### config.mk
export PLATFORM = sky130hd
export DESIGN_NAME = apb_reg_slave
export DESIGN_NICKNAME = d
export VERILOG_FILES = /design/src/rtl/apb_reg_slave.sv
export SDC_FILE = /design/constraint.sdc
export NUM_CORES = 1
export LEC_CHECK = 0
export CORE_AREA = 2 2 236 238
export CTS_CLUSTER_DIAMETER = 120
export DETAILED_ROUTE_END_ITERATION = 8
export DIE_AREA = 0 0 238 240
export HOLD_SLACK_MARGIN = 0.06
export PLACE_DENSITY_LB_ADDON = 0.08
export SLEW_MARGIN = 0
export SYNTH_ARGS = -nofsm -noshare
export SYNTH_HDL_FRONTEND = slang
export SYNTH_SLANG_ARGS = --single-unit
export TNS_END_PERCENT = 30
### constraint.sdc
create_clock -name pclk -period 8.2 [get_ports pclk]
set_input_delay 1.23 -clock pclk [delete_from_list [all_inputs] [get_ports pclk]]
set_output_delay 1.23 -clock pclk [all_outputs]
set_load 0.03 [all_outputs]
### src/rtl/apb_reg_slave.sv
// apb_reg_slave: APB3 register bank with fixed wait states and pslverr; define APB_SLV_PSTRB_EN for APB4 byte strobes
module apb_reg_slave #(
  parameter int ADDR_WIDTH = 12,
  parameter int DATA_WIDTH = 32,
  parameter int NUM_REGS = 8,
  parameter int WAIT_CYCLES = 1,
  parameter logic [NUM_REGS-1:0] RO_MASK = 'h01,
  parameter logic [DATA_WIDTH-1:0] RST_VAL = '0
) (
  input  logic pclk,
  input  logic preset,
  input  logic psel,
  input  logic penable,
  input  logic pwrite,
  input  logic [ADDR_WIDTH-1:0] paddr,
  input  logic [DATA_WIDTH-1:0] pwdata,
`ifdef APB_SLV_PSTRB_EN
  input  logic [3:0] pstrb,
`endif
  output logic [DATA_WIDTH-1:0] prdata,
  output logic pready,
  output logic pslverr,
  input  logic [NUM_REGS*DATA_WIDTH-1:0] status_in,
  output logic [NUM_REGS*DATA_WIDTH-1:0] reg_out,
  output logic [NUM_REGS-1:0] wr_pulse
);
  localparam int IW = ADDR_WIDTH - 2;
  typedef enum logic [1:0] {IDLE, WAIT, ACK} state_t;
  state_t state, state_n;
  logic [2:0] cnt, cnt_n;
  logic [DATA_WIDTH-1:0] regs [NUM_REGS];
  logic [IW-1:0] a_idx, sel_idx;
  logic [DATA_WIDTH-1:0] a_wdata, rdata, wmask;
  logic [3:0] a_strb, strb;
  logic a_write, a_err, err_now, err_cur, ro_hit, setup, commit;
  logic unused_ok;
`ifdef APB_SLV_PSTRB_EN
  assign strb = pstrb;
`else
  assign strb = 4'hf;
`endif
  assign unused_ok = ^status_in;
  assign setup = psel && !penable;
  assign sel_idx = state == IDLE ? paddr[ADDR_WIDTH-1:2] : a_idx;
  assign err_now = |paddr[1:0] || int'(paddr[ADDR_WIDTH-1:2]) >= NUM_REGS || (pwrite && (ro_hit || strb == 4'h0));
  assign err_cur = state == IDLE ? err_now : a_err;
  assign wmask = {{8{a_strb[3]}}, {8{a_strb[2]}}, {8{a_strb[1]}}, {8{a_strb[0]}}};
  assign commit = state == ACK && a_write && !a_err && psel && penable;
  // Write to a read-only register is detected from the live address during setup
  always_comb begin
    ro_hit = 1'b0;
    for (int i = 0; i < NUM_REGS; i++) ro_hit = ro_hit | (paddr[ADDR_WIDTH-1:2] == IW'(i) && RO_MASK[i]);
  end
  // Read mux: RO registers return hardware status, RW registers their stored value
  always_comb begin
    rdata = '0;
    for (int i = 0; i < NUM_REGS; i++)
      if (sel_idx == IW'(i)) rdata = RO_MASK[i] ? status_in[i*DATA_WIDTH +: DATA_WIDTH] : regs[i];
  end
  // Next-state logic: setup -> optional wait states -> single ACK cycle
  always_comb begin
    state_n = state;
    cnt_n = cnt;
    case (state)
      IDLE: if (setup) begin
        state_n = WAIT_CYCLES == 0 ? ACK : WAIT;
        cnt_n = WAIT_CYCLES == 0 ? 3'd0 : 3'd1;
      end
      WAIT: if (!psel) begin
        state_n = IDLE;
        cnt_n = '0;
      end else if (cnt == 3'(WAIT_CYCLES)) state_n = ACK;
      else cnt_n = cnt + 3'd1;
      default: begin
        state_n = IDLE;
        cnt_n = '0;
      end
    endcase
  end
  // State register
  always_ff @(posedge pclk) begin
    state <= preset ? IDLE : state_n;
    cnt <= preset ? '0 : cnt_n;
  end
  // Transfer capture and registered response; pready mirrors the ACK state
  always_ff @(posedge pclk) begin
    if (preset) begin
      a_idx <= '0;
      a_write <= 1'b0;
      a_wdata <= '0;
      a_strb <= '0;
      a_err <= 1'b0;
      pready <= 1'b0;
      pslverr <= 1'b0;
      prdata <= '0;
    end else begin
      if (state == IDLE && setup) begin
        a_idx <= paddr[ADDR_WIDTH-1:2];
        a_write <= pwrite;
        a_wdata <= pwdata;
        a_strb <= strb;
        a_err <= err_now;
      end
      pready <= state_n == ACK;
      pslverr <= state_n == ACK && err_cur;
      prdata <= state_n == ACK && !err_cur ? rdata : '0;
    end
  end
  // Register bank update and write strobe, committed as ACK completes
  always_ff @(posedge pclk) begin
    for (int i = 0; i < NUM_REGS; i++) begin
      if (preset) regs[i] <= RST_VAL;
      else if (commit && a_idx == IW'(i)) regs[i] <= (regs[i] & ~wmask) | (a_wdata & wmask);
      wr_pulse[i] <= !preset && commit && a_idx == IW'(i);
    end
  end
  for (genvar i = 0; i < NUM_REGS; i++) begin : g_out
    assign reg_out[i*DATA_WIDTH +: DATA_WIDTH] = RO_MASK[i] ? '0 : regs[i];
  end
endmodule

Word-level counts from Yosys, hierarchy flattened --
Memory sizes are Yosys's and may differ from the RTL's. Cells that the tools add are included.
Operators by class: add/subtract/negate cells 1, magnitude comparators 1, equality and inequality tests 20, mux-type cells 52, bitwise logic cells 27, reduce and logical (&&, ||, !) cells 39
Operators with widths (count):
- $mux W32 | 16
- $and A32 B32 Y32 | 9
- $or A32 B32 Y32 | 8
- $eq A10 B3 Y1 const B | 8
- $eq A10 B2 Y1 const B | 4
- $not A32 Y32 | 1
- $logic_not A10 Y1 | 3
- $mux W1 | 27
- $logic_and A1 B1 Y1 | 26
- $eq A10 B1 Y1 const B | 2
- $ge A10 B4 Y1 const B | 1
- $mux W10 | 1
- $mux W3 | 3
- $or A1 B1 Y1 | 8
- $mux W2 | 3
- $pmux W3 S2 | 1
- $eq A2 B2 Y1 const B | 2
- $logic_not A1 Y1 | 4
- $pmux W2 S2 | 1
- $reduce_or A2 Y1 | 2
- $add A3 B1 Y3 const B | 1
- $eq A3 B1 Y1 const B | 1
- $ne A3 B3 Y1 const B | 1
- $eq A2 B1 Y1 const B | 1
- other kinds (5) | 6
Word-level totals: register bits after elaboration 92, memory bits (writable) 256, input port bits 305, output and inout port bits 298, logic and storage cells 152, memories 1
Memory list:
- regs | depth 8, width 32, rd ports 8, clocked after memory_dff 0, write ports 8, line 31 | logic [DATA_WIDTH-1:0] regs [NUM_REGS];

Depth between registers and ports, before layout --
Gate-level depths: netlist of run 1.
depth in word-level cells 11, mapped depth 9, gate-level depth less buffers 8

Least setup slack after synthesis of run 1 --
No wires, ideal clock.
kind input to register, start point input penable, end point memory regs[3][4] (netlist: regs[0][100]) (enable), setup time 0.428 ns, arrival time 3.332 ns, required time 7.772 ns, slack 4.440 ns, stages 3, buffers on the path 0, cell sequence nor4b_1 -> nand4b_1 -> o21bai_1
RTL lines:
- start, declared | line 13 | input logic penable,
- end, declared | line 31

Worst setup path in the final report of run 1 --
start point input paddr[11], end point register prdata[31]
On the way: word-level cells in the longest chain between the ends 10, elaborated cells between the ends (all ways) 27, classes of those cells order compare: 1; eq/ne: 7; mux: 10; bitwise: 1; reduce/logical: 8
Ends and longest elaborated chain:
- start, declared | line 15 | input logic [ADDR_WIDTH-1:0] paddr,
- $mux W10 | line 44 | assign sel_idx = state == IDLE ? paddr[ADDR_WIDTH-1:2] : a_idx;
- $logic_not A10 Y1 | line 58 | if (sel_idx == IW'(i)) rdata = RO_MASK[i] ? status_in[i*DATA_WIDTH +: DATA_WIDTH] : regs[i];
- $mux W32 (8 in a row) | line 58
- end signal, assigned | line 106 | prdata <= state_n == ACK && !err_cur ? rdata : '0;
- end, declared | line 20 | output logic [DATA_WIDTH-1:0] prdata,
Several ways; a longest one is shown, not always the timed one. A chain may end at the register's enable or synchronous reset.

==> results.toml, run 1 <==
[clocking]
cts.path.max_buffers = 3
cts_buffers = 40
hold_buffers = 0
post-cts-setup-buffers = 0
cts.sinks = 316
clk_pin_slew_ns = 0.06
cts_resized = 0
clk_latency_ns = 0.56
tritoncts = "built"
ctsHtreeMaxLevel = 2
clockRootBuffer = "clkbuf_16"

[sta]
maxSlewHeadroom = 0.121
final_max_slew_viol_count = 0
tightest_slew_ns = 1.31
fmax_ghz = 0.226
period_needed_ns = 4.43
grt_setup_unrepaired = "false"
finalSetupTns_ns = 0
setup_viol = 0
clock_skew_ns = 0.0148
min_period_over_period = 0.540
finalHoldViolations = 0

[drt]
drt_iter0_drc = 1214
drc_errors = 0
wl_per_cell_um = 27.5
wl_met2_um = 31000
ant_nets = 0
dr.pass1.iters = 5
wl_um = 67500
dr.max_layer_used = "met5"
vias = 12800
met1_length_um = 30800
route.met3.wl_um = 4360
vias_per_cell = 5.21

[pwr]
ir_drop_uv = 109
power.density_nw_per_um2 = 199
p_leak_nw = 6.87
power.total_mw = 4.06

[die]
die_area_um2 = 57100
coreArea_um2 = 54700
io_pins = 603
rows = 86
die_width_um = 238
fp.dieH_um = 240
start_util = 0.272

[synthesis]
synthDistinctLibCells = 61
syn_avg_cell_area_um2 = 10.5
yosysSeqAreaShare = 0.575
synth-async-reset-ratio = 0
synth_edf_count = 224
yosys_warnings = 0
ys_ff_latch = 316
synth_cells = 1415
synth-main-ff-cell = "edfxtp_1"
synth_area_um2 = 14900

[run]
maxCapViolations = 0

[final_layout]
fillers = 5503
mostFrequentLayoutCell = "clkdlybuf4s50_1"
mostFrequentLayoutCells = "345 x clkdlybuf4s50_1, 293 x a21oi_1, 228 x nand2b_1"
final_nets = 2028
drive_above_1_share = 0.0817
area.growth.synth_to_final_pct = 36.7
utilization = 0.372

[hold_path]
min_path_type = "reg -> reg"
min_delay_path_depth = 2

[grt]
grt_usage = 0.230
grt-ovfl-total = 0
antenna_found_initial = 5
grt_pass1_vias = 12500
grt_max_degree = 175
grt_pass1_wl_um = 94200

[setup_path]
crit_path_start_kind = "input pin"
cp_max_fo = 33
r2r_cells = 8
crit_type = "in -> reg"
critPathCaptureType = "flop"
required_ns = 8.63
arrival_ns = 4.86

[placed_design]
dpl.hpwl_um = 40400
place_congestion = 0.763
port_buffers = 346

[outcome]
status = "completed"
==> cell families (layout without fill, tap and decap cells) <==
kind of cell / after synthesis / after routing / synth area share
other: 1 / 34 / 0.000252
and+or+nand+nor: 458 / 458 / 0.170
muxes: 1 / 1 / 0.000756
DFF: 316 / 316 / 0.575
buffers and inverters: 150 / 455 / 0.0487
adders and majority gates: 2 / 2 / 0.00168
AOI/OAI and AO/OA: 486 / 486 / 0.203
xor gates and xnor gates: 1 / 1 / 0.000588
==> metal layers <==
layer | GRT usage | up-vias
li1 | - | 5718
met1 | 0.326 | 6504
met2 | 0.370 | 514
met3 | 0.0331 | 71
met4 | 0.0589 | 2
met5 | 0 | -
==> state kept, by name, indices dropped and copies added (netlist names), 2 cells and up <==
signal / cells
a_wdata: 32
prdata: 32
wr_pulse: 8
cnt: 3
regs: 224
state: 2
a_idx: 10
==> worst paths after layout <==
kind	endpoint	start	slack (ns)
worst max-delay path	prdata[31]	paddr[11]	3.77
worst min-delay path	a_wdata[20]	a_wdata[20]	0.45
worst max register to register	prdata[22]	state[1]	4.22
worst min register to register	a_wdata[20]	a_wdata[20]	0.45
==> cells in the mapped netlist, types with 4 or more instances <==
cell type  number  share of area
a21oi_1       293          0.098
nand2b_1      229          0.096
edfxtp_1      224           0.45
nand2_1       130          0.033
dfxtp_1        92           0.12
clkbuf_1       85          0.021
nor2_1         35         0.0088
buf_4          33          0.017
o22ai_1        33          0.014
a22oi_1        32          0.016
o21ai_0        29         0.0097
buf_2          19         0.0064
o221ai_1       19          0.011
nor4_1         17         0.0071
o22a_1         14         0.0082
or3_1          14         0.0059
a221oi_2       12          0.012
inv_1          11         0.0028
a211oi_1       10         0.0050
o21bai_1        7         0.0035
a22o_1          6         0.0035
o21ai_1         5         0.0017
nor2b_1         4         0.0017
nor3_1          4         0.0013
==> layout make-up <==
class                      count  area [um^2]  area share
timing repair buffer         372         3670       0.180
sequential                   316         8570       0.421
multi-input combinational    980         5870       0.289
clock inverter                10         97.6     0.00479
antenna                        2         5.00    0.000246
clock buffer                  62         1220      0.0597
tap                          704          881      0.0433
inverter                      11         41.3     0.00203
==> worst max-delay path, stage by stage <==
cell             delay [ns]
clkdlybuf4s50_1        0.44
nor4_1                 0.47
and3_1                 0.86
o211ai_4               0.13
buf_4                  0.38
nand3_2                0.52
buf_4                  0.44
a221oi_2               0.07
nor4_1                 0.27
==> power by group <==
part	leakage, nW	switching, mW	internal (mW)	total (mW)
clock	0.650	0.721	1.08	1.80
sequential	3.06	0.0591	1.76	1.81
combinational	3.16	0.276	0.167	0.444
==> metrics by stage <==
stage                     worst slack, ns  area (um^2)  hold slack [ns]  instances
after CTS                            3.82        20300            0.456       2455
after global routing                 3.60        20400            0.472       2456
final                                3.77        20400            0.453       2457
after detailed placement             3.24        19000            0.448       2383
after floorplan                      4.44        15000            0.431       1446
after global placement               3.25        19000            0.444       2383
Note: power is estimated with default switching activity, not from simulation.
==> run 2, diff against run 1 <==
CORE_AREA = 2 2 234 236   (was 2 2 236 238)
DIE_AREA = 0 0 236 238   (was 0 0 238 240)
clock period = 3.6 ns   (was 8.2 ns; I/O delays follow)
==> run 2 against run 1 <==
Compared with the run above:
- wire length down 2.0%
- critical path depth down 1
- clock power up 130%
- power up 130%
- sequential power up 130%
- critical endpoint is now prdata[27]
==> results.toml, run 2 (same netlist as run 1, synthesis figures left out) <==
[clocking]
ctsHtreeMaxLevel = 2
cts_resized = 0
clockRootBuffer = "clkbuf_16"
cts.sinks = 316
tritoncts = "built"
cts.path.max_buffers = 3
post-cts-setup-buffers = 0
clk_pin_slew_ns = 0.06
clk_latency_ns = 0.56
cts_buffers = 41
hold_buffers = 0

[sta]
grt_setup_unrepaired = "false"
maxSlewHeadroom = 0.381
finalWorstSetupSlack_ns = 0.575
clock_skew_ns = 0.0154
period_needed_ns = 3.02
setup_viol = 0
finalHoldViolations = 0
fmax_ghz = 0.331
final_max_slew_viol_count = 0
min_period_over_period = 0.840
tightest_slew_ns = 0.929
finalSetupTns_ns = 0

[pwr]
switching_share = 0.260
p_comb_frac = 0.113
p_switching_mw = 2.41
p_clk_frac = 0.442
power.density_nw_per_um2 = 445
p_int_mw = 6.87
p_leak_nw = 7.11
power.share.sequential = 0.445
ir_drop_uv = 283

[grt]
grt_pass1_wl_um = 94200
grt-ovfl-total = 0
grt_max_degree = 66
grt_pass1_vias = 12900
antenna_found_initial = 2
grt_usage = 0.230

[final_layout]
drive_above_1_share = 0.104
mostFrequentLayoutCells = "345 x clkdlybuf4s50_1, 293 x a21oi_1, 228 x nand2b_1"
layout.cells.non_filler = 2497
top_regs = "regs (224), a_wdata (32), prdata (32)"
final_nets = 2073
regMostFlops = "regs"
fillers = 5275
largest_register_ff_count = 224
area.growth.synth_to_final_pct = 39.9
mostFrequentLayoutCell = "clkdlybuf4s50_1"

[die]
fp.dieH_um = 238
coreArea_um2 = 53500
start_util = 0.278
die_width_um = 236
io_pins = 603
die_area_um2 = 56200
rows = 85

[setup_path]
crit_type = "reg -> reg"
required_ns = 4.09
cpMaxStageDelayCell = "nor4b_4"
reg2reg_slack_ns = 0.58
path_cells = "nor4_4 > nor4b_4 > buf_4 > o221ai_2 > buf_4 > o21ai_0 > o221ai_1 > a21oi_1"
worst_path_most_repeated_cell = "buf_4"
crit_path_start_kind = "flop"
arrival_ns = 3.52
cp_max_fo = 9
critPathBufInv = 2
cpLargestDelayFamily = "simple AND/OR/NAND/NOR gates"
slowest_delay_ns = 0.57
critPathCaptureType = "flop"

[run]
maxCapViolations = 0

[drt]
drt_iter0_drc = 1270
wl_per_cell_um = 26.5
vias = 12900
drc_errors = 0
vias_per_cell = 5.15
wl_um = 66200
ant_nets = 0
dr.pass1.iters = 5

[placed_design]
dp_slack_ns = 0.379
place_congestion = 0.773
placed_cells = 2419
port_buffers = 346
dpl.hpwl_um = 43600

[hold_path]
min_path_type = "in -> reg"

[outcome]
status = "completed"
-- run 2: stage by stage --
stage | hold slack (ns) | instance area (um^2) | power, mW | utilization
floorplan | 0.431 | 15000 | 4.75 | -
global placement | 0.443 | 19500 | 5.25 | 0.364
CTS | 0.346 | 20800 | 9.38 | 0.389
global route | 0.363 | 20800 | 9.60 | 0.389
detailed placement | 0.447 | 19500 | 5.25 | 0.364
finish | 0.375 | 20800 | 9.28 | 0.389
-- run 2: routing by layer --
| metal | up-vias | part of all wire | wire (um) | GRT usage |
|---|---|---|---|---|
| met5 | - | 0 | 0 | 0 |
| met4 | 0 | 0.021 | 1400 | 0.0589 |
| met3 | 86 | 0.064 | 4250 | 0.0433 |
| met2 | 517 | 0.46 | 30100 | 0.364 |
| met1 | 6445 | 0.46 | 30400 | 0.323 |
| li1 | 5808 | - | - | - |
-- run 2: cell type report --
cell class / instances / area (um^2) / area share
clock buffers: 69 / 1260 / 0.0607
inverters: 11 / 41.3 / 0.00198
well taps: 696 / 871 / 0.0418
clock inverters: 7 / 66.3 / 0.00318
diodes: 2 / 5.00 / 0.000240
repair buffers: 416 / 4150 / 0.199
flip-flops and latches: 316 / 8570 / 0.411
multi-input cells: 980 / 5870 / 0.282
-- run 2: worst paths after layout --
check / cells past startpoint / from / endpoint
max: 8 / a_idx[4] / prdata[27]
min reg2reg: 2 / a_wdata[20] / a_wdata[20]
min: 2 / preset / cnt[1]
max reg2reg: 8 / a_idx[4] / prdata[27]
-- run 2: power by group through the flow --
stage,clock network [mW],registers (mW),logic [mW]
after global placement,0,4.21,1.05
after detailed placement,0,4.21,1.05
after CTS,4.20,4.13,1.05
after floorplan,0,4.34,0.411
after global routing,4.35,4.15,1.10
final,4.10,4.13,1.05
==> run 3, diff against run 2 <==
clock period = 2.5 ns   (was 3.6 ns; I/O delays follow)
==> run 3 against run 2 <==
Compared with the run above:
- maximum frequency up 25%
- clock skew up 0.011 ns
- final area up 4.6%
- clock-buffer cell count down 15
- setup slack worse by 0.50 ns
- sequential power up 44%
- via count up 1.6%
- wire length up 0.42%
- register-to-register slack worse by 0.50 ns
- highest routed layer is now met5
==> results.toml, run 3 (same netlist as run 1, synthesis figures left out) <==
[die]
fp.dieH_um = 238
start_util = 0.278
rows = 85
die_area_um2 = 56200
coreArea_um2 = 53500
die_width_um = 236
io_pins = 603

[sta]
setup_viol = 0
fmax_ghz = 0.412
final_max_slew_viol_count = 0
finalSetupTns_ns = 0
maxSlewHeadroom = 0.654
period_needed_ns = 2.43
tightest_slew_ns = 0.517
clock_skew_ns = 0.0269
finalWorstSetupSlack_ns = 0.0734
whs_ns = 0.125
min_period_over_period = 0.971
finalHoldViolations = 0
grt_setup_unrepaired = "true"

[pwr]
p_switching_mw = 3.54
power.total_mw = 13.6
power.density_nw_per_um2 = 624
p_clk_frac = 0.444
switching_share = 0.260
p_comb_frac = 0.119
p_int_mw = 10.1
p_leak_nw = 7.60
ir_drop_uv = 414
power.share.sequential = 0.437

[clocking]
clockRootBuffer = "clkbuf_16"
hold_buffers = 0
tritoncts = "built"
clk_pin_slew_ns = 0.06
cts_buffers = 40
clk_latency_ns = 0.57
ctsHtreeMaxLevel = 2
cts.sinks = 316
cts.path.max_buffers = 3

[setup_path]
worst_path_most_repeated_cell = "buf_4"
crit_path_start_kind = "flop"
required_ns = 2.94
cp_max_fo = 6
r2r_start = "state[1]"
cpMaxStageDelayCell = "dfxtp_1"
crit_type = "reg -> reg"
critPathCaptureType = "flop"
slowest_delay_ns = 0.34
arrival_ns = 2.86
r2r-end = "prdata[12]"
reg2reg_slack_ns = 0.07
r2r_cells = 9
path_cells = "buf_4 > buf_4 > or2_2 > a21o_2 > o211a_1 > buf_4 > a22o_1 > a211oi_1 > a211oi_2"

[drt]
dr.pass1.iters = 5
wl_um = 66500
vias = 13100
wl_per_cell_um = 26.1
drt_iter0_drc = 1109
vias_per_cell = 5.13
drc_errors = 0
ant_nets = 0

[placed_design]
placed_area_um2 = 20300
placed_cells = 2471
dp_slack_ns = -0.438
place_congestion = 0.795
dpl.hpwl_um = 45500
port_buffers = 346

[final_layout]
regMostFlops = "regs"
mostFrequentLayoutCell = "clkdlybuf4s50_1"
drive_above_1_share = 0.137
utilization = 0.408
area.growth.synth_to_final_pct = 46.4
largest_register_ff_count = 224
mostFrequentLayoutCells = "345 x clkdlybuf4s50_1, 293 x a21oi_1, 228 x nand2b_1"
fillers = 5194
final_nets = 2126
layout.cells.non_filler = 2548
postLayoutCellArea_um2 = 21800
top_regs = "regs (224), a_wdata (32), prdata (32)"

[grt]
grt_pass1_wl_um = 93500
grt_usage = 0.230
antenna_found_initial = 3
grt_max_degree = 59
grt_pass1_vias = 12800
grt-ovfl-total = 0

[hold_path]
min-delay-start = "preset"
min_delay_path_depth = 2
min_path_type = "in -> reg"
min_to = "a_wdata[22]"

[run]
maxCapViolations = 0

[outcome]
status = "completed"
-- run 3: cell count changes in the layout (fill, tap and decap cells not counted), sizes merged --
cell	previous run	this run
buf	71	125
bufinv	1	5
clkbuf	69	54
clkinv	4	12
diode	2	1
inv	12	13
-- run 3: power groups by stage --
stage          Combinational (mW)  Clock [mW]  Sequential, mW
3_5_place_dp                 1.61           0            6.05
5_1_grt                      1.71        6.36            5.96
2_1_floorplan               0.593           0            6.24
3_3_place_gp                 1.61           0            6.05
4_1_cts                      1.62        6.18            5.94
6_report                     1.62        6.04            5.94
-- run 3: area by class of cell --
cell class / count / area (um^2) / area share
repair buffers: 470 / 5020 / 0.230
flip-flops and latches: 316 / 8570 / 0.393
diodes: 1 / 2.50 / 0.000115
multi-input cells: 980 / 5950 / 0.273
clock inverters: 20 / 239 / 0.0110
well taps: 696 / 871 / 0.0399
inverters: 11 / 41.3 / 0.00189
clock buffers: 54 / 1100 / 0.0507
-- run 3: repair_timing --
item                       CTS  global route
gates resized for setup      2            22
pin swaps                    0             3
setup endpoints to repair    2            26
setup buffers                0             2
-- run 3: worst max-delay path by stage --
stage,from,end,slack (ns),depth (start not counted)
floorplan,a_idx[4],regs[0][64],-0.55,4
global route,a_idx[4],prdata[10],-0.01,8
CTS,state[1],prdata[9],0.01,8
global placement,paddr[4],prdata[20],-0.43,9
detailed placement,paddr[11],prdata[19],-0.44,11
finish,state[1],prdata[12],0.07,9
-- run 3: critical path, delay by kind of cell, from the launching register on --
kind                   cells  cell delay (ns)
buffers and inverters      3             0.49
AO/OA/AOI/OAI              5             1.15
flip-flops                 1             0.34
AND/OR/NAND/NOR            1             0.32
-- run 3: metal layers --
metal | vias to the layer above | routed length (um) | track usage
met5 | - | 13 | 0
met4 | 2 | 1640 | 0.0598
met3 | 79 | 4240 | 0.0423
met2 | 519 | 30900 | 0.370
met1 | 6531 | 29700 | 0.318
li1 | 5931 | - | -
==> RTL edit: new RTL, settings of run 1 <==
The option `APB_SLV_PSTRB_EN` is turned on by a define.
--- a/src/rtl/apb_reg_slave.sv
+++ b/src/rtl/apb_reg_slave.sv
@@ -1,4 +1,6 @@
 // apb_reg_slave: APB3 register bank with fixed wait states and pslverr; define APB_SLV_PSTRB_EN for APB4 byte strobes
+`define APB_SLV_PSTRB_EN
+
 module apb_reg_slave #(
   parameter int ADDR_WIDTH = 12,
   parameter int DATA_WIDTH = 32,
Interface: changed (added pstrb); port bits go from 603 to 607. The function was not compared with the original's and may differ.
==> RTL edit against run 1 <==
  * Critical path depth decreased by 2
  * Design area rose by 0.49%
  * Routed wire length decreased by 3.1%
  * Power shrank 1.2%
  * Highest routed layer is now met4
  * Sequential cell count grew 3
  * Synthesized cell count rose by 4.4%
  * Synthesized area up 2.3%
  * Worst setup slack worse by 0.11 ns
==> RTL edit: results (changes against run 1) <==
Worst setup path
  • Maximum fanout along the worst path: 18 (was 33)
  • Register-to-register setup slack: 4.51 ns (was 4.22 ns)
  • Arrival @ worst endpoint: 4.91 ns (was 4.86 ns)
  • Reg2reg end: prdata[21] (was prdata[22])
  • R2r worst-path depth: 5 (was 8)
  • Worst R2R Start: state[0] (was state[1])

CTS
  • # Post-CTS Setup Buffers: 0 (unchanged)
  • Max Root-Sink Buffers: 3 (unchanged)
  • Htree depth: 2 (unchanged)
  • CTS Buf Count: 40 (unchanged)

Layout
  • Nets: 2,086 (was 2,028)
  • Antenna Cells: 0 (was 2)
  • Largest registers: regs: 224 flops, a_wdata: 32 flops, prdata: 32 flops (unchanged)
  • Layout cells sized above 1: 5.92% (was 8.17%)

Detailed routing
  • Post-Route WL: 65.4 mm (was 67.5 mm)
  • Initial drt markers: 960 (was 1,214)
  • Post-DR vias/cell: 5.06 (was 5.21)

Synthesis
  • Post-synth cell types: 52 (was 61)
  • Post-synth EDFFs: 224 (unchanged)
  • Yosys warning total: 0 (unchanged)
  • Area contributors post-synth: edfxtp_1 44%, dfxtp_1 12%, a21oi_1 9.6%, nand2b_1 9.3%, nand2_1 5.4% (was edfxtp_1 45%, dfxtp_1 12%, a21oi_1 9.8%, nand2b_1 9.6%, nand2_1 3.3%)
  • Post-synthesis sequential area ratio: 56.7% (was 57.5%)
  • Top cells by instance count after synthesis: 293 x a21oi_1, 226 x nand2b_1, 224 x edfxtp_1 (was 293 x a21oi_1, 229 x nand2b_1, 224 x edfxtp_1)

Global route
  • Overall Global Routing Usage: 22.0% (was 23.0%)
  • Largest net degree at the start of global routing: 67 (was 175)
  • First-pass GRT wire length: 90.9 mm (was 94.2 mm)
  • Initial antenna violation count: 0 (was 5)
  • Vias in the first global route: 12,300 (was 12,500)

Hold path
  • HP Class: register to register (unchanged)
  • Hold Crit Depth: 2 (unchanged)
  • Critical hold path startpoint: a_wdata[22] (was a_wdata[20])
  • Hold Crit Endpoint: a_wdata[22] (was a_wdata[20])

Power and ir drop
  • Static Leak: 0.00732 µW (was 0.00687 µW)
  • Max IR drop VDD: 126 µV (was 109 µV)

Run status
  • Outcome: finished, final reports clean (unchanged)

Timing
  • Fin Setup TNS: 0 ns (unchanged)
  • Clk_skew: 0.0196 ns (was 0.0148 ns)
  • Rel. slew slack: 20.3% (was 12.1%)

Place
  • GPL Wtd Cong: 0.778 (was 0.763)
  • Post-DP HPWL: 40.8 mm (was 40.4 mm)
  • I/O Buffers: 350 (was 346)
  • Placed instance area: 19,200 µm² (was 19,000 µm²)
-- RTL edit: critical path, stage by stage --
cell and delay, ns:
clkdlybuf4s50_1 0.47, nor4_2 0.59, nand4_1 1.06, and2_2 0.80, buf_4 0.37, nor3_1 0.22
o32ai_1 0.14
-- RTL edit: per-layer routing --
metal / routed length [µm] / global-route usage [%]
met1: 29800 / 30.1
met5: 0 / 0
met4: 1450 / 5.87
met3: 3460 / 3.48
met2: 30800 / 36.2
-- RTL edit: cells by family after synthesis --
| kind of cell | count (synthesis) | share of synthesized area (%) |
|---|---|---|
| buffers and inverters | 153 | 5.07 |
| adder cells (fa/ha/maj) | 2 | 0.164 |
| flip-flops | 319 | 56.7 |
| other | 1 | 0.0246 |
| AND/OR/NAND/NOR | 538 | 18.3 |
| XOR/XNOR | 1 | 0.0575 |
| AO/OA/AOI/OAI | 396 | 15.3 |
| multiplexers | 67 | 4.41 |
-- RTL edit: worst max path at each step --
stage              start      endpoint  slack, ns  depth (start not counted)
6_report       paddr[11]    prdata[21]       3.66                          7
5_1_grt        paddr[11]    prdata[26]       3.66                          7
4_1_cts        paddr[11]    prdata[21]       3.74                          7
3_5_place_dp   paddr[11]    prdata[21]       3.13                          7
3_3_place_gp   paddr[11]    prdata[21]       3.18                          7
2_1_floorplan    penable  regs[0][100]       4.61                          3
-- RTL edit: metrics by stage --
| step | hold WS (ns) | cells | worst slack [ns] | power, µW | util, % |
|---|---|---|---|---|---|
| finish | 0.455 | 2510 | 3.66 | 4010 | 37.4 |
| CTS | 0.455 | 2510 | 3.74 | 4060 | 37.4 |
| global placement | 0.443 | 2437 | 3.18 | 2310 | 35.1 |
| floorplan | 0.432 | 1508 | 4.61 | 2110 | - |
| global route | 0.479 | 2510 | 3.66 | 4150 | 37.4 |
| detailed placement | 0.447 | 2437 | 3.13 | 2320 | 35.1 |
-- RTL edit: layout make-up --
type	count	area, µm²
Timing Repair Buffer	369	3640
Fill cell	5544	34200
Sequential cell	319	8630
Tap cell	704	881
Clock buffer	60	1160
Multi-Input combinational cell	1036	6020
Inverter	9	33.8
Clock inverter	13	90.1
-- RTL edit: report_power, final --
part / total (µW) / internal [µW] / switching (µW)
Combinational: 450 / 171 / 279
Sequential: 1830 / 1770 / 59.9
Clock: 1730 / 1010 / 725
